**src/rtl/ray_pkg.sv**
```systemverilog
// Shared ray types, dispatcher state encoding and unit-count limits.
package ray_pkg;

    localparam int unsigned MAX_RAY_UNITS      = 16;
    localparam int unsigned RAY_POSITION_WIDTH = 16;
    localparam int unsigned STAT_WIDTH         = 32;

    typedef logic [2:0][RAY_POSITION_WIDTH-1:0] ray_vec_t;

    typedef enum logic {
        DISPATCH_EMPTY,
        DISPATCH_FULL
    } dispatch_state_t;

    // Saturating increment for the statistics counters.
    function automatic logic [STAT_WIDTH-1:0] sat_inc(input logic [STAT_WIDTH-1:0] value);
        return (&value) ? value : value + STAT_WIDTH'(1);
    endfunction

endpackage

```
**src/rtl/rr_arbiter.sv**
```systemverilog
// Combinational round-robin arbiter: first request strictly after pointer wins, wrapping.
module rr_arbiter #(
    parameter int unsigned NUM_REQ   = 4,
    parameter int unsigned PTR_WIDTH = (NUM_REQ > 1) ? $clog2(NUM_REQ) : 1
) (
    input  logic [NUM_REQ-1:0]   req,
    input  logic [PTR_WIDTH-1:0] pointer,
    output logic [NUM_REQ-1:0]   grant_c,
    output logic [PTR_WIDTH-1:0] index_c,
    output logic                 valid_c
);

    logic [31:0] pos;

    // Scan farthest-first so the closest requester after the pointer is the last writer.
    always_comb begin
        grant_c = '0;
        index_c = '0;
        valid_c = 1'b0;
        pos     = '0;
        for (int k = int'(NUM_REQ); k >= 1; k--) begin
            pos = 32'(pointer) + 32'(k);
            if (pos >= 32'(NUM_REQ)) begin
                pos = pos - 32'(NUM_REQ);
            end
            if (req[pos[PTR_WIDTH-1:0]]) begin
                grant_c = NUM_REQ'(1) << pos[PTR_WIDTH-1:0];
                index_c = pos[PTR_WIDTH-1:0];
                valid_c = 1'b1;
            end
        end
    end

endmodule

```
**src/rtl/ray_dispatcher.sv**
```systemverilog
// One-entry ray buffer feeding NUM_UNITS ray units round-robin, with frame-drain detection.
// Optional per-unit issue and stall counters are built when RAY_DISPATCH_STATS_EN is defined.
module ray_dispatcher
    import ray_pkg::*;
#(
    parameter int unsigned POSITION_WIDTH = 16,
    parameter int unsigned ADDRESS_WIDTH  = 32,
    parameter int unsigned NUM_UNITS      = 4,
    parameter int unsigned PTR_WIDTH      = (NUM_UNITS > 1) ? $clog2(NUM_UNITS) : 1
) (
    input  logic                           clock,
    input  logic                           reset,
    input  logic                           flush,
    input  logic                           rayValid,
    input  logic [2:0][POSITION_WIDTH-1:0] rayV,
    input  logic [ADDRESS_WIDTH-1:0]       rayAddress,
    output logic                           rayReady,
    input  logic                           genBusy,
    output logic [NUM_UNITS-1:0]           unitStart,
    output logic [2:0][POSITION_WIDTH-1:0] unitRayV,
    output logic [ADDRESS_WIDTH-1:0]       unitAddress,
    input  logic [NUM_UNITS-1:0]           unitBusy,
    output logic                           idle,
    output logic                           frameDone
`ifdef RAY_DISPATCH_STATS_EN
    ,
    output logic [NUM_UNITS-1:0][STAT_WIDTH-1:0] unitRayCount,
    output logic [STAT_WIDTH-1:0]                stallCycles
`endif
);

    if (NUM_UNITS < 1 || NUM_UNITS > MAX_RAY_UNITS) begin : g_bad_num_units
        $error("ray_dispatcher: NUM_UNITS out of range");
    end

    dispatch_state_t                state;
    logic [2:0][POSITION_WIDTH-1:0] buf_v;
    logic [ADDRESS_WIDTH-1:0]       buf_addr;
    logic [PTR_WIDTH-1:0]           pointer;
    logic                           armed;

    logic [NUM_UNITS-1:0] eligible_c;
    logic [NUM_UNITS-1:0] grant_c;
    logic [PTR_WIDTH-1:0] grant_idx_c;
    logic                 grant_valid_c;
    logic                 accept_c;
    logic                 idle_c;

    // A unit pulsed this cycle is still masked until its busy level appears.
    assign eligible_c = ~unitBusy & ~unitStart;
    assign accept_c   = rayValid && (state == DISPATCH_EMPTY);
    assign idle_c     = (state == DISPATCH_EMPTY) && (unitStart == '0) && (unitBusy == '0);

    rr_arbiter #(
        .NUM_REQ   (NUM_UNITS),
        .PTR_WIDTH (PTR_WIDTH)
    ) u_arbiter (
        .req     (eligible_c),
        .pointer (pointer),
        .grant_c (grant_c),
        .index_c (grant_idx_c),
        .valid_c (grant_valid_c)
    );

    always_ff @(posedge clock) begin
        if (reset || flush) begin
            state       <= DISPATCH_EMPTY;
            rayReady    <= 1'b1;
            buf_v       <= '0;
            buf_addr    <= '0;
            unitStart   <= '0;
            unitRayV    <= '0;
            unitAddress <= '0;
            pointer     <= PTR_WIDTH'(NUM_UNITS - 1);
            idle        <= 1'b1;
            frameDone   <= 1'b0;
            armed       <= 1'b0;
        end else begin
            unitStart <= '0;
            frameDone <= 1'b0;
            idle      <= idle_c;
            case (state)
                DISPATCH_EMPTY: begin
                    if (accept_c) begin
                        state    <= DISPATCH_FULL;
                        rayReady <= 1'b0;
                        buf_v    <= rayV;
                        buf_addr <= rayAddress;
                        armed    <= 1'b1;
                    end
                end
                DISPATCH_FULL: begin
                    if (grant_valid_c) begin
                        state       <= DISPATCH_EMPTY;
                        rayReady    <= 1'b1;
                        unitStart   <= grant_c;
                        unitRayV    <= buf_v;
                        unitAddress <= buf_addr;
                        pointer     <= grant_idx_c;
                    end
                end
                default: begin
                    state    <= DISPATCH_EMPTY;
                    rayReady <= 1'b1;
                end
            endcase
            // Drain pulse lines up with idle rising; never coincides with an accept.
            if (armed && !genBusy && !rayValid && idle_c) begin
                frameDone <= 1'b1;
                armed     <= 1'b0;
            end
        end
    end

`ifdef RAY_DISPATCH_STATS_EN
    always_ff @(posedge clock) begin
        if (reset || flush) begin
            unitRayCount <= '0;
            stallCycles  <= '0;
        end else begin
            for (int i = 0; i < int'(NUM_UNITS); i++) begin
                if (unitStart[i]) begin
                    unitRayCount[i] <= sat_inc(unitRayCount[i]);
                end
            end
            if ((state == DISPATCH_FULL) && !grant_valid_c) begin
                stallCycles <= sat_inc(stallCycles);
            end
        end
    end
`endif

endmodule

```
**config.mk**
```make
export PLATFORM = sky130hd
export DESIGN_NAME = ray_dispatcher
export DESIGN_NICKNAME = d
export VERILOG_FILES = /design/src/rtl/ray_pkg.sv /design/src/rtl/rr_arbiter.sv /design/src/rtl/ray_dispatcher.sv
export SDC_FILE = /design/constraint.sdc
export NUM_CORES = 1
export LEC_CHECK = 0
export CORE_MARGIN = 8
export CORE_UTILIZATION = 37
export CTS_BUF_LIST = sky130_fd_sc_hd__clkbuf_2
export DETAILED_ROUTE_END_ITERATION = 8
export GPL_TIMING_DRIVEN = 0
export PLACE_DENSITY_LB_ADDON = 0.3
export SLEW_MARGIN = 20
export SYNTH_ARGS = -nofsm -noshare
export SYNTH_HDL_FRONTEND = slang
export SYNTH_HIERARCHICAL = 1
export SYNTH_SLANG_ARGS = --single-unit
```
**constraint.sdc**
```tcl
create_clock -name clock -period 3.6 [get_ports clock]
set_input_delay 0.72 -clock clock [delete_from_list [all_inputs] [get_ports clock]]
set_output_delay 0.72 -clock clock [all_outputs]
set_load 0.1 [all_outputs]
```
==> key figures <==
Global route
  – Initial antenna violation count: 1
  – First-pass GRT wire length: 25800 um
  – Global routing usage on met2: 25.4%
  – Met1 usage: 20.0%
  – Top Usage Layer GRT: met2
  – Vias in the first global route: 4951
  – Met3 usage: 5.48%
  – Grt ovf: 0
  – Gr usage total: 15.8%
  – Largest net degree at the start of global routing: 17

Power
  – Pleak: 0.00314 uW
  – Peak supply drop: 0.301 mV
  – Pwr/cell area: 391 nW/um^2

Drt
  – Drt first pass iters: 4
  – Routed len/inst: 15.7 um
  – Via count: 5121
  – Remaining DRCs: 0
  – Avg Vias per Cell: 4.82
  – 1st-iter DRT viols: 172
  – Final wirelength: 16700 um
  – DRT antenna net count: 0

STA
  – WHS: 463 ps
  – Slew Limit Fails: 0
  – Tcrit/Tclk final: 83.5%
  – Setup Viol. Count Final: 0
  – Setup TNS: 0 ps
  – RSZ-0062 raised after global routing: false
  – Hold Fails Final Rpt: 0
  – Slew @ Worst Pin: 1050 ps
  – Fmax: 0.333 GHz
  – Clock Skew: 31.3 ps
  – Tmin final: 3010 ps
  – Relative slew slack: 29.7%

Layout
  – Fill cells: 1605
  – NumNets Final: 924
  – Final Util: 51.0%
  – Layout area overhead: 37.0%
  – Share of layout cells above drive strength 1: 9.50%

Logic synthesis
  – Distinct cells, synth: 38
  – Synthesized cell area: 6090 sq um
  – Syn avg cell area: 9.59 sq um
  – Main flop type after synthesis: dfxtp_1
  – Yosys warning count: 6
  – Mapped Nets: 730
  – Post-Synthesis Cells: 635
  – Synth Register Bits: 171
  – Sequential share of the synthesized area: 56.2%
  – Ys async rst share: 0%
  – EDFF count, synth: 0

Clocking
  – Worst-path clk slew: 280 ps
  – # Post-CTS Setup Buffers: 0
  – CTS tree: done
  – H-tree level count: 4
  – Post-cts sizing count: 0
  – Clock root cell: clkbuf_2
  – # hold bufs at CTS: 0
  – CTS Buffer Depth: 2
  – CTS buffer count: 17
  – CTS sink cnt: 171
  – Worst-Skew Late Latency: 720 ps

Critical path
  – Setup CP Type: register to output port
  – WP data arrival: 2290 ps
  – Startpoint Class: register
  – Crit path capture type: output port
  – CP Cell Sequence: clkdlybuf4s50_1
  – Critical path required time: 2880 ps
  – WP buf/inv: 1
  – CP max-delay cell: clkdlybuf4s50_1
  – Crit-path max cell delay: 1140 ps
  – Worst-path maximum fanout: 2
  – Delay-heaviest family, CP: buffers and inverters

Floorplan
  – Core area: 16300 sq um
  – Effective utilization at floorplan: 37.2%
  – Die area: 20800 sq um
  – IO Pins: 176
  – Die height: 144 um
  – Row count: 47
  – Die extent in x: 144 um

Worst hold path
  – Worst min path class: register to register

Job
  – Max-cap violations: 0

Outcome
  – Status: finished, final reports clean

Placed design
  – Dpl hpwl: 11900 um
  – Routability Congestion: 0.865
  – Number of port buffers: 175
-- metal layers --
layer	vias up	routed length, um	part of all wire [%]
met3	13	1240	7.4
met4	0	196	1.2
met2	152	7900	47
met5	-	0	0
met1	2359	7340	44
li1	2597	-	-
-- Yosys cell counts, types with 2 or more instances --
| cell | count | area, sq um |
|---|---|---|
| or3b_1 | 2 | 17.5 |
| buf_2 | 25 | 125 |
| and2_1 | 4 | 25.0 |
| mux2_2 | 4 | 45.0 |
| clkbuf_1 | 9 | 33.8 |
| nor2_1 | 12 | 45.0 |
| and3_1 | 3 | 18.8 |
| a31oi_1 | 4 | 25.0 |
| buf_4 | 4 | 30.0 |
| nand2_1 | 166 | 623 |
| a21oi_1 | 87 | 435 |
| nand2b_1 | 2 | 12.5 |
| ha_1 | 6 | 75.1 |
| nand3b_1 | 2 | 15.0 |
| nor3b_1 | 2 | 15.0 |
| nor2b_1 | 2 | 12.5 |
| mux2i_1 | 6 | 60.1 |
| a22o_1 | 80 | 701 |
| o21ai_0 | 11 | 55.1 |
| a211oi_2 | 2 | 25.0 |
| a221oi_1 | 2 | 17.5 |
| o22a_1 | 2 | 17.5 |
| dfxtp_1 | 171 | 3420 |
| inv_1 | 3 | 11.3 |
| buf_6 | 11 | 124 |
-- registers in the layout (all words and copies together), names as in the netlist --
signal,count
unitStart,4
idle,1
pointer,2
unitAddress,32
armed,1
rayReady,1
state,1
frameDone,1
buf_v,48
buf_addr,32
unitRayV,48
-- cell usage in the layout, fill, tap and decap left out, types with 4 or more instances in the layout --
master and count:
clkdlybuf4s50_1 175, dfxtp_1 171, nand2_1 166, a21oi_1 87, a22o_1 80, buf_2 25
clkbuf_2 18, nor2_1 12, buf_6 11, o21ai_0 11, clkbuf_1 9, mux2i_1 6
ha_1 6, buf_4 4, and2_1 4, inv_6 4, mux2_2 4, a31oi_1 4
-- logic make-up (layout without fill, tap and decap cells) --
group / Yosys count / count (layout) / synth area share (%)
compound gates: 193 / 193 / 21.7
fa+ha+maj: 6 / 6 / 1.23
buf+inv: 54 / 261 / 5.47
flops: 171 / 171 / 56.2
mux: 10 / 10 / 1.73
other cells: 0 / 1 / 0
simple gates: 201 / 201 / 13.6
-- power by group --
| part | total, uW | switching (uW) | internal, uW |
|---|---|---|---|
| clock network | 961 | 697 | 264 |
| logic | 353 | 192 | 161 |
| registers | 1950 | 17.2 | 1930 |
| total | 3260 | 906 | 2360 |
-- per-stage QoR --
step                setup WS [ps]  std cells  area [sq um]  total power (uW)
finish                        594       1063          8340              3260
global route                  414       1063          8340              3440
CTS                           495       1062          8340              3320
detailed placement            632       1030          8110              2340
global placement              660       1030          8110              2340
floorplan                     960        635          6090              2180
-- layout make-up --
class / instances / area (sq um) / share of cell area (%)
plain buffers: 50 / 318 / 3.81
diodes: 1 / 2.50 / 0.0300
repair buffers: 175 / 1750 / 21.0
clock buffers: 17 / 85.1 / 1.02
flip-flops and latches: 171 / 3420 / 41.0
clock inverters: 15 / 139 / 1.67
multi-input cells: 410 / 2330 / 27.9
well taps: 220 / 275 / 3.30
inverters: 4 / 15.0 / 0.180
-- final timing paths --
kind,startpoint,to,slack (ps),cells after the start
hold reg to reg,rayReady$_SDFFE_PP1P_,rayReady$_SDFFE_PP1P_,460,2
setup / recovery,unitRayV[41]$_SDFFE_PP0N_,unitRayV[41],590,1
hold / removal,rayReady$_SDFFE_PP1P_,rayReady$_SDFFE_PP1P_,460,2
setup reg to reg,pointer[0]$_SDFFE_PP1N_,unitStart[0]$_SDFF_PP0_,1050,8
Power figures use the tool's default switching activity.
